--- config.mk ---
export PLATFORM = sky130hd
export DESIGN_NAME = encoder_8_3_serial
export DESIGN_NICKNAME = d
export VERILOG_FILES = /design/src/rtl/encoder_8_3_serial_pkg.sv /design/src/rtl/ffs_encode_8.sv /design/src/rtl/encoder_8_3_serial.sv
export SDC_FILE = /design/constraint.sdc
export NUM_CORES = 1
export LEC_CHECK = 0
export CORE_MARGIN = 5
export CORE_UTILIZATION = 44
export DETAILED_ROUTE_END_ITERATION = 12
export GPL_TIMING_DRIVEN = 0
export PLACE_DENSITY = 0.76
export SYNTH_ARGS = -nofsm -noshare
export SYNTH_HDL_FRONTEND = slang
export SYNTH_SLANG_ARGS = --single-unit
--- constraint.sdc ---
create_clock -name clk -period 2.2 [get_ports clk]
set_clock_uncertainty 0.1 [all_clocks]
set_input_delay 0.44 -clock clk [delete_from_list [all_inputs] [get_ports clk]]
set_output_delay 0.44 -clock clk [all_outputs]
set_load 0.01 [all_outputs]
--- src/rtl/encoder_8_3_serial_pkg.sv ---
// Shared types and constants for the serial 8:3 encoder (package enc_pkg).
package enc_pkg;

  localparam int ENC_VEC_W = 8;
  localparam int ENC_IDX_W = 3;
  localparam int ENC_CNT_W = 4;

  typedef enum logic {
    IDLE  = 1'b0,
    DRAIN = 1'b1
  } enc_state_t;

  function automatic logic [ENC_CNT_W-1:0] enc_popcount(input logic [ENC_VEC_W-1:0] v);
    logic [ENC_CNT_W-1:0] c;
    c = '0;
    for (int i = 0; i < ENC_VEC_W; i++) begin
      c = c + ENC_CNT_W'(v[i]);
    end
    return c;
  endfunction

endpackage

--- src/rtl/ffs_encode_8.sv ---
// Combinational find-first-set: index of the lowest set bit of an 8-bit vector.
module ffs_encode_8
  import enc_pkg::*;
(
  input  logic [ENC_VEC_W-1:0] vec_i,
  output logic [ENC_IDX_W-1:0] idx_o,
  output logic                 found_o
);

  always_comb begin
    idx_o   = '0;
    found_o = 1'b0;
    // Scan high to low so the lowest set bit wins.
    for (int i = ENC_VEC_W - 1; i >= 0; i--) begin
      if (vec_i[i]) begin
        idx_o   = ENC_IDX_W'(i);
        found_o = 1'b1;
      end
    end
  end

endmodule

--- src/rtl/encoder_8_3_serial.sv ---
// Serial 8:3 encoder: streams the index of each set request bit, lowest first.
// Optional out_cnt popcount port is enabled by defining ENCODER_COUNT_EN.
//
// state | meaning
// IDLE  | ready for a new vector, no beat pending
// DRAIN | emitting one index per accepted beat from pending_q
module encoder_8_3_serial
  import enc_pkg::*;
#(
  parameter int VEC_W = ENC_VEC_W,
  parameter int IDX_W = ENC_IDX_W
) (
  input  logic             clk,
  input  logic             rst_n,
  input  logic             in_valid,
  output logic             in_ready,
  input  logic [VEC_W-1:0] in_vec,
  output logic             out_valid,
  input  logic             out_ready,
  output logic [IDX_W-1:0] out_idx,
  output logic             out_last,
  output logic             busy
`ifdef ENCODER_COUNT_EN
  ,
  output logic [ENC_CNT_W-1:0] out_cnt
`endif
);

  enc_state_t       state_q, state_d;
  logic [VEC_W-1:0] pending_q, pending_d;
  logic [IDX_W-1:0] low_idx;
  logic             low_found;
  logic             single_bit;

  ffs_encode_8 u_ffs (
    .vec_i   (pending_q),
    .idx_o   (low_idx),
    .found_o (low_found)
  );

  // Beat outputs come straight from registered state/pending; pending is zero in IDLE.
  assign single_bit = ((pending_q & (pending_q - VEC_W'(1))) == '0);
  assign out_valid  = (state_q == DRAIN);
  assign busy       = (state_q == DRAIN);
  assign in_ready   = (state_q == IDLE);
  assign out_idx    = low_idx;
  assign out_last   = low_found && single_bit;

  always_comb begin
    state_d   = state_q;
    pending_d = pending_q;
    case (state_q)
      IDLE: begin
        if (in_valid && (in_vec != '0)) begin
          pending_d = in_vec;
          state_d   = DRAIN;
        end
      end
      DRAIN: begin
        if (out_ready) begin
          pending_d = pending_q & ~(VEC_W'(1) << low_idx);
          if (out_last) begin
            state_d = IDLE;
          end
        end
      end
      default: begin
        state_d   = IDLE;
        pending_d = '0;
      end
    endcase
  end

  always_ff @(posedge clk or negedge rst_n) begin
    if (!rst_n) begin
      state_q   <= IDLE;
      pending_q <= '0;
    end else begin
      state_q   <= state_d;
      pending_q <= pending_d;
    end
  end

`ifdef ENCODER_COUNT_EN
  logic [ENC_CNT_W-1:0] cnt_q, cnt_d;

  // Zero vectors are accepted too, so they also refresh the count.
  always_comb begin
    cnt_d = cnt_q;
    if (in_valid && in_ready) begin
      cnt_d = enc_popcount(in_vec);
    end
  end

  always_ff @(posedge clk or negedge rst_n) begin
    if (!rst_n) begin
      cnt_q <= '0;
    end else begin
      cnt_q <= cnt_d;
    end
  end

  assign out_cnt = cnt_q;
`endif

endmodule
==> flow_metrics.py, run 1 <==
metrics = {
    "run_status": {
        "status": "finished clean",
    },
    "power_and_ir_drop": {
        "p_leak_nw": 0.4165,
        "ir_worst_vdd_mv": 0.9755,
        "powerDensity_mw_per_mm2": 1651,
    },
    "grt": {
        "gr-total-overflow": 0,
        "grt_most_used_layer": "met2",
        "grt_use_met1": 0.2403,
        "use_met3": 0.06015,
        "grt_pass1_vias": 668,
        "grt_pass1_wl_mm": 3.084,
        "grt_max_degree": 11,
        "globalRouteMet2Util": 0.3342,
        "gr-usage-all-layers": 0.2026,
        "antenna_found_initial": 0,
    },
    "worst_setup_path": {
        "crit_chain": "buf_6 -> or4_4 -> a21oi_2 -> buf_2",
        "required_ns": 1.66,
        "r2r_setup_slack_ns": 0.24,
        "start_kind": "register",
        "cp_max_fo": 4,
        "crit_type": "reg2out",
        "cp_num_buf_inv": 2,
        "path_delay_family": "simple AND/OR/NAND/NOR gates",
        "cp-end-kind": "output port",
        "slowest_stage": "or4_4",
        "arrival_ns": 1.65,
        "critPathMaxStageDelay_ns": 0.54,
    },
    "cts": {
        "cts_buffers": 3,
        "cts_tree": "built",
        "hold_buffers": 0,
        "cts_sinks": 9,
        "clk_pin_slew_ns": 0.07,
        "htreeDepth": 1,
        "clock-root-buffer": "clkbuf_4",
        "worstSkewPairLatency_ns": 0.27,
        "cts.path.max_buffers": 2,
    },
    "synthesis": {
        "synth_xor_area_frac": 0.01414,
        "syn_avg_cell_area_sq_um": 8.723,
        "syn_nets": 83,
        "synth-simple-area-share": 0.2364,
        "synth_mux_area_frac": 0,
        "synth_seq_cells": 9,
        "synthAdderAreaFrac": 0,
        "ys_types": 31,
        "synth_top_family_by_area": "compound AO/OA/AOI/OAI gates",
        "synth-compound-area-share": 0.3111,
        "synth_seq_area_share": 0.3636,
        "syn_inst": 71,
        "ys_warn_count": 0,
        "syn_area_sq_um": 619.3,
    },
    "layout": {
        "n_antenna_cell": 0,
        "layout.cells.non_filler": 121,
        "syn_to_final_growth_pct": 57.37,
        "final_cell_mix": "14 x clkdlybuf4s50_1, 13 x buf_4, 6 x inv_1, 6 x a22o_1, 6 x dfrtp_2",
        "final_common_cell": "clkdlybuf4s50_1",
        "drive_above_1_share": 0.3679,
        "fin_nets": 119,
        "nFillCells": 93,
    },
    "detailed_routing": {
        "ant_nets": 0,
        "drcViolationCount": 0,
        "wirelength_mm": 2.033,
        "first_pass_iters": 5,
        "initialDrtViolationCount": 27,
        "viasPerCell": 5.967,
        "wl_per_cell_microns": 16.80,
        "num_vias": 722,
    },
    "floorplan": {
        "rows": 13,
        "core_sq_mm": 0.001318,
        "dieWidth_microns": 47.52,
        "die_h_microns": 47.52,
        "pin_count": 19,
        "die-area_sq_mm": 0.002258,
        "initial_core_util": 0.4701,
    },
    "timing": {
        "rsz0062_at_grt": "yes",
        "hold_viol_final": 0,
        "setup_viol": 0,
        "fin_crit_sh": 0.9947,
        "timing.slew.headroom": 0.6753,
        "slew_viol_final": 0,
        "fin_crit_ns": 2.188,
        "worstMarginPinSlew_ns": 0.4826,
        "tns_ns": 0,
        "fmaxAchievable_mhz": 457.0,
    },
    "hold_path": {
        "hp-class": "in2async",
    },
    "place": {
        "gp_congestion": 0.7777,
        "io_buffers": 18,
        "dp.cells": 104,
        "place_hpwl_mm": 1.223,
    },
    "run": {
        "cap_violations": 0,
    },
}
worst paths after layout:
check                               end  cells past startpoint          from
max                          out_idx[2]                      4  pending_q[0]
min                                busy                      1         rst_n
max reg2reg                pending_q[7]                      6  pending_q[0]
min reg2reg                pending_q[6]                      1  pending_q[6]
max in group asynchronous  pending_q[1]                      1         rst_n
min in group clk           pending_q[6]                      1  pending_q[6]
cells by family after synthesis:
kind of cell	Yosys count
AND/OR/NAND/NOR	23
flip-flops	9
AO/OA/AOI/OAI	27
XOR/XNOR	1
buffers and inverters	11
final cells by class:
| cell class | count | area (sq um) | share of cell area |
|---|---|---|---|
| Buffer | 4 | 21.27 | 0.02182 |
| Clock buffer | 4 | 26.28 | 0.02696 |
| Inverter | 6 | 22.52 | 0.02311 |
| Multi-Input combinational cell | 51 | 376.6 | 0.3864 |
| Sequential cell | 9 | 232.7 | 0.2388 |
| Tap cell | 15 | 18.77 | 0.01926 |
| Timing Repair Buffer | 32 | 276.5 | 0.2837 |
power breakdown:
part | switching [mW] | total, mW | internal (mW)
Combinational | 0.509 | 1.11 | 0.598
Clock | 0.0636 | 0.134 | 0.0701
Sequential | 0.121 | 0.369 | 0.248
cell usage after synthesis (all sizes together):
library cell | count | area (sq um)
xnor2 | 1 | 8.760
dfrtp | 9 | 225.2
o311ai | 1 | 8.760
a21oi | 3 | 15.01
nand2 | 3 | 11.26
a41o | 1 | 10.01
a31oi | 1 | 6.260
nor2 | 5 | 18.77
nor3 | 4 | 35.03
nand4 | 1 | 6.260
nand2b | 1 | 6.260
o22ai | 5 | 31.28
o31a | 2 | 17.52
inv | 6 | 22.52
nor4 | 3 | 25.02
a22oi | 1 | 7.510
clkbuf | 2 | 7.510
nand3 | 1 | 5.000
o31ai | 1 | 7.510
buf | 3 | 16.26
a21boi | 1 | 11.26
and2 | 1 | 6.260
or4 | 1 | 11.26
a22o | 6 | 52.55
nand4b | 1 | 8.760
nor2b | 2 | 12.51
o21ai | 5 | 25.02
worst reg2reg max path, cell delays in order, from the launching register on:
cell and delay [ns]:
dfrtp_2 0.45, buf_6 0.13, or4_4 0.54, buf_4 0.16, nor4_2 0.16, o22ai_1 0.12
a22o_1 0.19
sequential cells by signal, summed over array words and instances (netlist names):
signal,cells
busy,1
pending_q,8
routing by layer:
layer / routed length, microns / up-vias / share of wire
met3: 197 / 6 / 0.097
met2: 949 / 36 / 0.47
met5: 0 / - / 0
li1: - / 339 / -
met1: 838 / 341 / 0.41
met4: 47 / 0 / 0.023
through the flow:
step / hold WS [ns] / utilization / area (sq um) / power, mW / setup WS [ns]
final: 0.3737 / 0.7398 / 974.7 / 1.609 / 0.01176
after global routing: 0.4118 / 0.7398 / 974.7 / 1.714 / -0.07033
after floorplan: 0.04441 / - / 619.3 / 0.8704 / 0.3620
after detailed placement: 0.5138 / 0.6211 / 818.3 / 1.195 / -0.2473
after CTS: 0.3890 / 0.6952 / 915.9 / 1.463 / -0.03095
after global placement: 0.5140 / 0.6211 / 818.3 / 1.185 / -0.2433
repair_timing:
item	CTS	global route
pin swaps	4	4
endpoints found under the hold margin	0	0
gates resized for setup	21	6
endpoints found under the setup margin	4	3
buffers inserted	8	6
No activity file was read; power rests on OpenSTA's default activity.
==> run 2, diff against run 1 <==
--- a/config.mk
+++ b/config.mk
@@ -5,11 +5,11 @@
 export SDC_FILE = /design/constraint.sdc
 export NUM_CORES = 1
 export LEC_CHECK = 0
-export CORE_MARGIN = 5
-export CORE_UTILIZATION = 44
+export CORE_AREA = 5 5 42 44
 export DETAILED_ROUTE_END_ITERATION = 12
+export DIE_AREA = 0 0 47 49
+export DONT_BUFFER_PORTS = 1
 export GPL_TIMING_DRIVEN = 0
-export PLACE_DENSITY = 0.76
 export SYNTH_ARGS = -nofsm -noshare
 export SYNTH_HDL_FRONTEND = slang
 export SYNTH_SLANG_ARGS = --single-unit
==> run 2 against run 1 <==
  * Worst hold slack lost 0.19 ns
  * Critical path depth is the same
  * Flip-flop and latch count is the same
  * Power shrank 24%
  * Final cell count shrank 25%
  * Final area shrank 28%
  * Via count shrank 20%
  * Critical path type unchanged
  * Largest cell class unchanged
  * Largest power group unchanged
  * Highest routed layer is now met3
==> flow_metrics.py, run 2 (synthesis gave the netlist of run 1 again) <==
metrics = {
    "worst_setup_path": {
        "r2r_setup_slack_ns": 0.38,
        "cp_num_buf_inv": 0,
        "crit_chain": "nor3_4 -> xnor2_1 -> o311ai_2 -> nor2b_4",
        "cp-end-kind": "output port",
        "crit_end": "out_last",
        "worst-path-stages": 4,
        "rr_startpoint": "busy",
        "required_ns": 1.66,
        "cp_max_fo": 7,
        "critPathMaxStageDelay_ns": 0.45,
        "slowest_stage": "dfrtp_2",
        "rr_endpoint": "pending_q[1]",
        "arrival_ns": 1.61,
        "path_delay_family": "simple AND/OR/NAND/NOR gates",
        "start_kind": "register",
        "crit_type": "reg2out",
        "crit_start": "pending_q[0]",
        "r2r_cells": 5,
    },
    "floorplan": {
        "dieWidth_microns": 47,
        "initial_core_util": 0.4420,
        "core_sq_mm": 0.001401,
        "die_h_microns": 49,
        "pin_count": 19,
        "rows": 14,
        "die-area_sq_mm": 0.002303,
    },
    "grt": {
        "grt_pass1_vias": 602,
        "antenna_found_initial": 0,
        "grt_pass1_wl_mm": 2.718,
        "gr-usage-all-layers": 0.1555,
        "gr-total-overflow": 0,
        "grt_max_degree": 11,
    },
    "layout": {
        "nFillCells": 136,
        "largest_register": "pending_q",
        "final_cell_mix": "6 x inv_1, 6 x a22o_1, 6 x dfrtp_1",
        "n_antenna_cell": 0,
        "syn_to_final_growth_pct": 13.54,
        "fin_nets": 88,
        "drive_above_1_share": 0.2133,
        "largest_reg_flops": 8,
        "final_area_sq_um": 703.2,
    },
    "power_and_ir_drop": {
        "ir_worst_vdd_mv": 0.9034,
        "p_leak_nw": 0.2764,
        "powerDensity_mw_per_mm2": 1730,
        "fin_total_pwr_mw": 1.217,
    },
    "cts": {
        "htreeDepth": 1,
        "clock-root-buffer": "clkbuf_4",
        "cts_tree": "built",
        "clk_pin_slew_ns": 0.05,
        "cts.path.max_buffers": 2,
        "cts_buffers": 3,
        "cts_sinks": 9,
        "worstSkewPairLatency_ns": 0.26,
        "postCtsSetupRepairBufs": 0,
    },
    "timing": {
        "setup_slack_ns": 0.05205,
        "fmaxAchievable_mhz": 465.6,
        "fin_crit_ns": 2.148,
        "hold_slack_ns": 0.1833,
        "setup_viol": 0,
        "fin_crit_sh": 0.9763,
        "timing.slew.headroom": 0.6854,
        "rsz0062_at_grt": "yes",
        "hold_viol_final": 0,
        "slew_viol_final": 0,
        "worstMarginPinSlew_ns": 0.4719,
    },
    "detailed_routing": {
        "wl_per_cell_microns": 17.43,
        "wirelength_mm": 1.586,
        "drcViolationCount": 0,
        "viasPerCell": 6.363,
        "first_pass_iters": 4,
        "ant_nets": 0,
        "num_vias": 579,
        "initialDrtViolationCount": 14,
    },
    "place": {
        "io_buffers": 0,
        "place_ws_ns": 0.1517,
        "place_hpwl_mm": 1.190,
        "gp_congestion": 0.7842,
        "placed_area_sq_um": 639.4,
    },
    "run": {
        "cap_violations": 0,
    },
    "run_status": {
        "status": "finished clean",
    },
    "hold_path": {
        "hp-start": "out_ready",
        "hp-class": "in2reg",
    },
}
## run 2: layer usage
layer	global-route usage	part of all wire	vias up
met4	0.02304	0	0
met3	0.08118	0.084	0
li1	-	-	274
met2	0.2285	0.49	19
met5	0	0	-
met1	0.2054	0.43	286
## run 2: worst min path at each step
stage	slack (ns)	cells past startpoint	to
final	0.18	1	busy
after global routing	0.18	1	busy
after CTS	0.18	1	busy
after detailed placement	0.04	0	pending_q[4]
after global placement	0.04	0	pending_q[4]
after floorplan	0.04	0	busy
## run 2: timing repair
action / CTS / global route
pin swaps: 0 / 2
setup endpoints to repair: 1 / 1
gates cloned: 0 / 0
hold endpoints to repair: 9 / 0
hold buffers: 1 / 0
resized for setup: 3 / 5
## run 2: area by class of cell
class,instances,area (sq um),share of cell area
Buffer,4,20.02,0.02847
Clock buffer,4,26.28,0.03737
Inverter,6,22.52,0.03203
Multi-Input combinational cell,51,375.4,0.5338
Sequential cell,9,229.0,0.3256
Tap cell,16,20.02,0.02847
Timing Repair Buffer,1,10.01,0.01423
## run 2: metrics by stage
step            TNS (ns)    util  std cells
6_report               0  0.5018         91
5_1_grt        -0.007701  0.5018         91
4_1_cts                0  0.4911         91
3_5_place_dp           0  0.4563         87
3_3_place_gp           0  0.4563         87
2_1_floorplan          0       -         71
## run 2: power by group
group	total [mW]	switching, mW	internal (mW)
Sequential	0.405	0.162	0.243
Clock	0.125	0.0551	0.0697
Combinational	0.687	0.373	0.314
Total	1.22	0.590	0.627
